==> src/rtl/if_stage.sv <==
// Instruction-fetch stage: owns the PC, drives the instruction ROM and fills
// the IF/ID pipeline register. Supports delay-slot branches, flush and stalls.
module if_stage #(
  parameter logic [31:0] RESET_PC = 32'h0000_0000,
  parameter int          PC_STEP  = 4
) (
  input  logic        clk,
  input  logic        rst,
  input  logic        pc_stall_i,
  input  logic        ifid_stall_i,
  input  logic        id_stall_i,
  input  logic        branch_flag_i,
  input  logic [31:0] branch_target_i,
  input  logic        flush_i,
  input  logic [31:0] new_pc_i,
  input  logic [31:0] inst_rom_data_out_i,
  output logic [31:0] inst_rom_addr_in_o,
  output logic        inst_rom_ce_o,
  output logic [31:0] id_pc_o,
  output logic [31:0] id_inst_o,
  output logic        id_valid_o,
  output logic        align_err_o
);

  logic [31:0] pc_q, pc_d;
  logic        ce_q;
  logic        align_err_q, align_err_d;
  logic [31:0] id_pc_q, id_pc_d;
  logic [31:0] id_inst_q, id_inst_d;
  logic        id_valid_q, id_valid_d;

  // Redirect targets are silently word-aligned; align_err_d flags the fixup.
  always_comb begin
    pc_d        = pc_q + 32'(PC_STEP);
    align_err_d = 1'b0;
    if (!ce_q) begin
      pc_d = RESET_PC;
    end else if (flush_i) begin
      pc_d        = {new_pc_i[31:2], 2'b00};
      align_err_d = (new_pc_i[1:0] != 2'b00);
    end else if (pc_stall_i) begin
      pc_d = pc_q;
    end else if (branch_flag_i) begin
      pc_d        = {branch_target_i[31:2], 2'b00};
      align_err_d = (branch_target_i[1:0] != 2'b00);
    end
  end

  always_comb begin
    id_pc_d    = pc_q;
    id_inst_d  = ce_q ? inst_rom_data_out_i : 32'h0;
    id_valid_d = ce_q;
    if (flush_i || (ifid_stall_i && !id_stall_i)) begin
      id_pc_d    = 32'h0;
      id_inst_d  = 32'h0;
      id_valid_d = 1'b0;
    end else if (ifid_stall_i && id_stall_i) begin
      id_pc_d    = id_pc_q;
      id_inst_d  = id_inst_q;
      id_valid_d = id_valid_q;
    end
  end

  always_ff @(posedge clk or negedge rst) begin
    if (!rst) begin
      pc_q        <= RESET_PC;
      ce_q        <= 1'b0;
      align_err_q <= 1'b0;
      id_pc_q     <= 32'h0;
      id_inst_q   <= 32'h0;
      id_valid_q  <= 1'b0;
    end else begin
      pc_q        <= pc_d;
      ce_q        <= 1'b1;
      align_err_q <= align_err_d;
      id_pc_q     <= id_pc_d;
      id_inst_q   <= id_inst_d;
      id_valid_q  <= id_valid_d;
    end
  end

  assign inst_rom_addr_in_o = pc_q;
  assign inst_rom_ce_o      = ce_q;
  assign id_pc_o            = id_pc_q;
  assign id_inst_o          = id_inst_q;
  assign id_valid_o         = id_valid_q;
  assign align_err_o        = align_err_q;

endmodule

==> config.mk <==
export PLATFORM = sky130hd
export DESIGN_NAME = if_stage
export DESIGN_NICKNAME = d
export VERILOG_FILES = /design/src/rtl/if_stage.sv
export SDC_FILE = /design/constraint.sdc
export NUM_CORES = 1
export LEC_CHECK = 0
export CORE_MARGIN = 10
export CORE_UTILIZATION = 43
export CTS_CLUSTER_SIZE = 40
export DETAILED_ROUTE_END_ITERATION = 10
export GPL_TIMING_DRIVEN = 0
export PLACE_DENSITY = 0.81
export SKIP_CTS_REPAIR_TIMING = 1
export SLEW_MARGIN = 10
export SYNTH_ARGS = -nofsm -noshare
export SYNTH_HDL_FRONTEND = slang
export SYNTH_SLANG_ARGS = --single-unit
==> constraint.sdc <==
create_clock -name clk -period 2.3 [get_ports clk]
set_clock_uncertainty 0.15 [all_clocks]
set_input_delay 0.46 -clock clk [delete_from_list [all_inputs] [get_ports clk]]
set_output_delay 0.46 -clock clk [all_outputs]
set_load 0.005 [all_outputs]
==> qor.txt <==
Outcome -> complete, no violations
Layout Nets -> 793
Setup WS post-layout -> 0.0959 ns
Syn Std Cell Area -> 0.00475 mm²
Vias per cell -> 5.99
CP Capture Type -> flop
R2R Path End -> inst_rom_addr_in_o[22]$_DFFE_PN0P_
Initial antenna violation count -> 0
WL final -> 18300 µm
Root buf cell -> clkbuf_8
PwrDens -> 509 mW/mm²
Synthesis Warnings -> 0
CTS Buf Count -> 9
CP max FO -> 6
Clk buf depth -> 2
Synth Area in Simple Gates -> 0.152
#FFs+latches synth -> 95
Post-synthesis adder-cell area fraction -> 0.00263
Hold_sp -> id_pc_o[31]$_DFFE_PN0P_
TritonCTS clock tree -> yes
Final Total Pwr -> 3.64 mW
Mux cell area share after synthesis -> 0.0129
Synthesized instance count -> 477
Layout area overhead -> 50.5%
Rows -> 38
Final setup violation count -> 0
Crit-path slowest cell -> dfrtp_1
Fraction of layout instances using a drive strength above 1 -> 0.0650
Yosys cell types -> 55
Clock Pin Slew Worst Setup and Hold Paths -> 0.09 ns
Chip width -> 125 µm
CTS sink count -> 95
Tot GR Track Use -> 0.223
Worst Tran Pin Value -> 0.589 ns
Compound-cell area share of the yosys netlist -> 0.281
Worst path arrival time -> 2.32 ns
WS Path Type -> flop to flop
Diodes inserted -> 0
Worst endpoint required time -> 2.41 ns
Post-DRT Antenna Nets -> 0
Starting Density -> 0.438
Max-cap viol count -> 0
Crit Reg-Reg Startpoint -> inst_rom_addr_in_o[3]$_DFFE_PN0P_
P_leak -> 3.03 nW
Hold Path Cell Cnt -> 1
Starting DRT DRC Count -> 485
Cell Area, Placed -> 0.00692 mm²
Commonest non-fill, non-tap cells in the layout -> clkdlybuf4s50_1 (195), dfrtp_1 (94), a22o_1 (65)
Final-report max-slew violation count -> 0
Core Box Area -> 0.0108 mm²
FFs w/ async S/R, synth -> 1.00
Overflow after GRT -> 0
Worst slew margin -> 0.606
Commonest non-fill, non-tap cell in the layout -> clkdlybuf4s50_1
Buffers added on ports -> 196
Routability congestion estimate -> 1.00
Final hold violation count -> 0
Xor-xnor portion of the synthesized cell area -> 0.00553
Cell area after layout -> 0.00715 mm²
EDFF count, synth -> 0
R2r worst-path depth -> 6
Min cycle time layout -> 2.20 ns
First-pass GRT wire length -> 28400 µm
Fin cells -> 832
Dpl ws -> -0.615 ns
Max stage delay on crit path -> 0.46 ns
Via count -> 4981
Vias in the first global route -> 4955
Worst-Skew Late Latency -> 0.37 ns
Syn_area_per_cell -> 9.96 µm²
Startpoint Class -> flop
HP Class -> flop to flop
Peak VDD IR -> 0.260 mV
Setup TNS -> 0 ns
Largest family of logic cells by synthesized area -> compound AO/OA/AOI/OAI gates
Crit-path cells -> ha_1 > and4_1 > nand4_1 > o31a_1 > o31ai_1 > nand2_1
Crit path max-delay family -> simple AND/OR/NAND/NOR gates
CP bufs+invs -> 0
Detailed placement HPWL -> 14100 µm
Pin count of the biggest net entering global routing -> 55
IO Pins -> 202
Worst hold endpoint -> id_pc_o[31]$_DFFE_PN0P_
H-tree Lvls -> 3
RSZ-0062 raised after global routing -> false
Most used DFF post-synth -> dfrtp_1
Final worst-path cycle share -> 0.958
Die area -> 0.0157 mm²
Detailed Routing Iterations Pass 1 -> 6
R2R setup slack -> 0.1 ns
DRC -> 0
Wirelength per Cell -> 21.9 µm
Dpl cells -> 817
Die H -> 125 µm
Highest clock rate -> 454 MHz
Post-synthesis sequential area ratio -> 0.500
registers in the layout, summed over array words and instances (netlist names):
signal / cells
inst_rom_addr_in_o: 30
align_err_o: 1
inst_rom_ce_o: 1
id_inst_o: 32
id_valid_o: 1
id_pc_o: 30
worst register-to-register path, stage by stage (launching register included):
cell and delay, ns:
dfrtp_1 0.46, ha_1 0.27, and4_1 0.34, nand4_1 0.27, o31a_1 0.32, o31ai_1 0.20, nand2_1 0.08
power by group:
group | total [mW] | switching (mW) | internal, mW
logic | 0.749 | 0.325 | 0.424
clock network | 1.03 | 0.585 | 0.446
registers | 1.86 | 0.110 | 1.75
per-stage QoR:
step / hold WS [ns] / util
after floorplan: 0.0144 / -
after global placement: 0.316 / 0.636
after detailed placement: 0.340 / 0.639
after CTS: -0.0522 / 0.655
after global routing: 0.375 / 0.659
final: 0.356 / 0.659
metal layers:
| metal | share of wire | wire length, µm | vias to the layer above | GRT usage |
|---|---|---|---|---|
| met5 | 0 | 0 | - | 0 |
| met4 | 0.029 | 535 | 0 | 0.0799 |
| met3 | 0.12 | 2110 | 37 | 0.0794 |
| met2 | 0.45 | 8230 | 333 | 0.341 |
| met1 | 0.40 | 7380 | 2382 | 0.284 |
| li1 | - | - | 2229 | - |
area by class of cell:
cell class                      count  area, µm²
Buffer                             41        185
Clock buffer                       12        155
Clock inverter                      2       17.5
Fill cell                         898       3690
Inverter                            6       22.5
Multi-Input combinational cell    336       2200
Sequential cell                    95       2380
Tap cell                          140        175
Timing Repair Buffer              200       2010
synthesized netlist by cell type, drive strengths merged (3+ instances only):
cell | instances | share of area
o211ai | 5 | 0.0079
clkbuf | 33 | 0.026
nor3 | 6 | 0.0074
o22ai | 6 | 0.0079
buf | 10 | 0.013
nand4 | 12 | 0.019
a22o | 65 | 0.12
nor3b | 3 | 0.0047
nor4 | 8 | 0.014
a31oi | 5 | 0.0066
o31ai | 4 | 0.0063
nor2 | 27 | 0.021
a21oi | 27 | 0.028
nand2b | 4 | 0.0053
mux2i | 5 | 0.011
nand3 | 11 | 0.012
and4 | 5 | 0.0097
and2 | 6 | 0.0079
a22oi | 5 | 0.0079
a211o | 3 | 0.0055
o21ai | 41 | 0.043
o21a | 6 | 0.0095
nand2 | 39 | 0.031
dfrtp | 95 | 0.50
o211a | 3 | 0.0063
inv | 6 | 0.0047
and3 | 6 | 0.0079
o221ai | 4 | 0.0074
how the worst max path moves through the flow:
stage                                         endpoint  cells after the start                         startpoint  slack, ns
global placement               id_pc_o[20]$_DFFE_PN0P_                      1                                rst      -2.92
finish              inst_rom_addr_in_o[22]$_DFFE_PN0P_                      6  inst_rom_addr_in_o[3]$_DFFE_PN0P_        0.1
detailed placement   inst_rom_addr_in_o[9]$_DFFE_PN0P_                      8                      branch_flag_i      -0.61
CTS                 inst_rom_addr_in_o[24]$_DFFE_PN0P_                      7                      branch_flag_i      -0.25
floorplan           inst_rom_addr_in_o[25]$_DFFE_PN0P_                      6  inst_rom_addr_in_o[7]$_DFFE_PN0P_       0.40
global route        inst_rom_addr_in_o[15]$_DFFE_PN0P_                      6                         pc_stall_i      0.007
logic make-up (layout without fill, tap and decap cells):
family / after synthesis / after routing
other cells: 2 / 5
simple gates: 134 / 134
flops: 95 / 95
buf+inv: 49 / 261
fa+ha+maj: 1 / 1
mux: 6 / 6
compound gates: 187 / 187
xor+xnor: 3 / 3
Note: power is estimated with default switching activity, not from simulation.
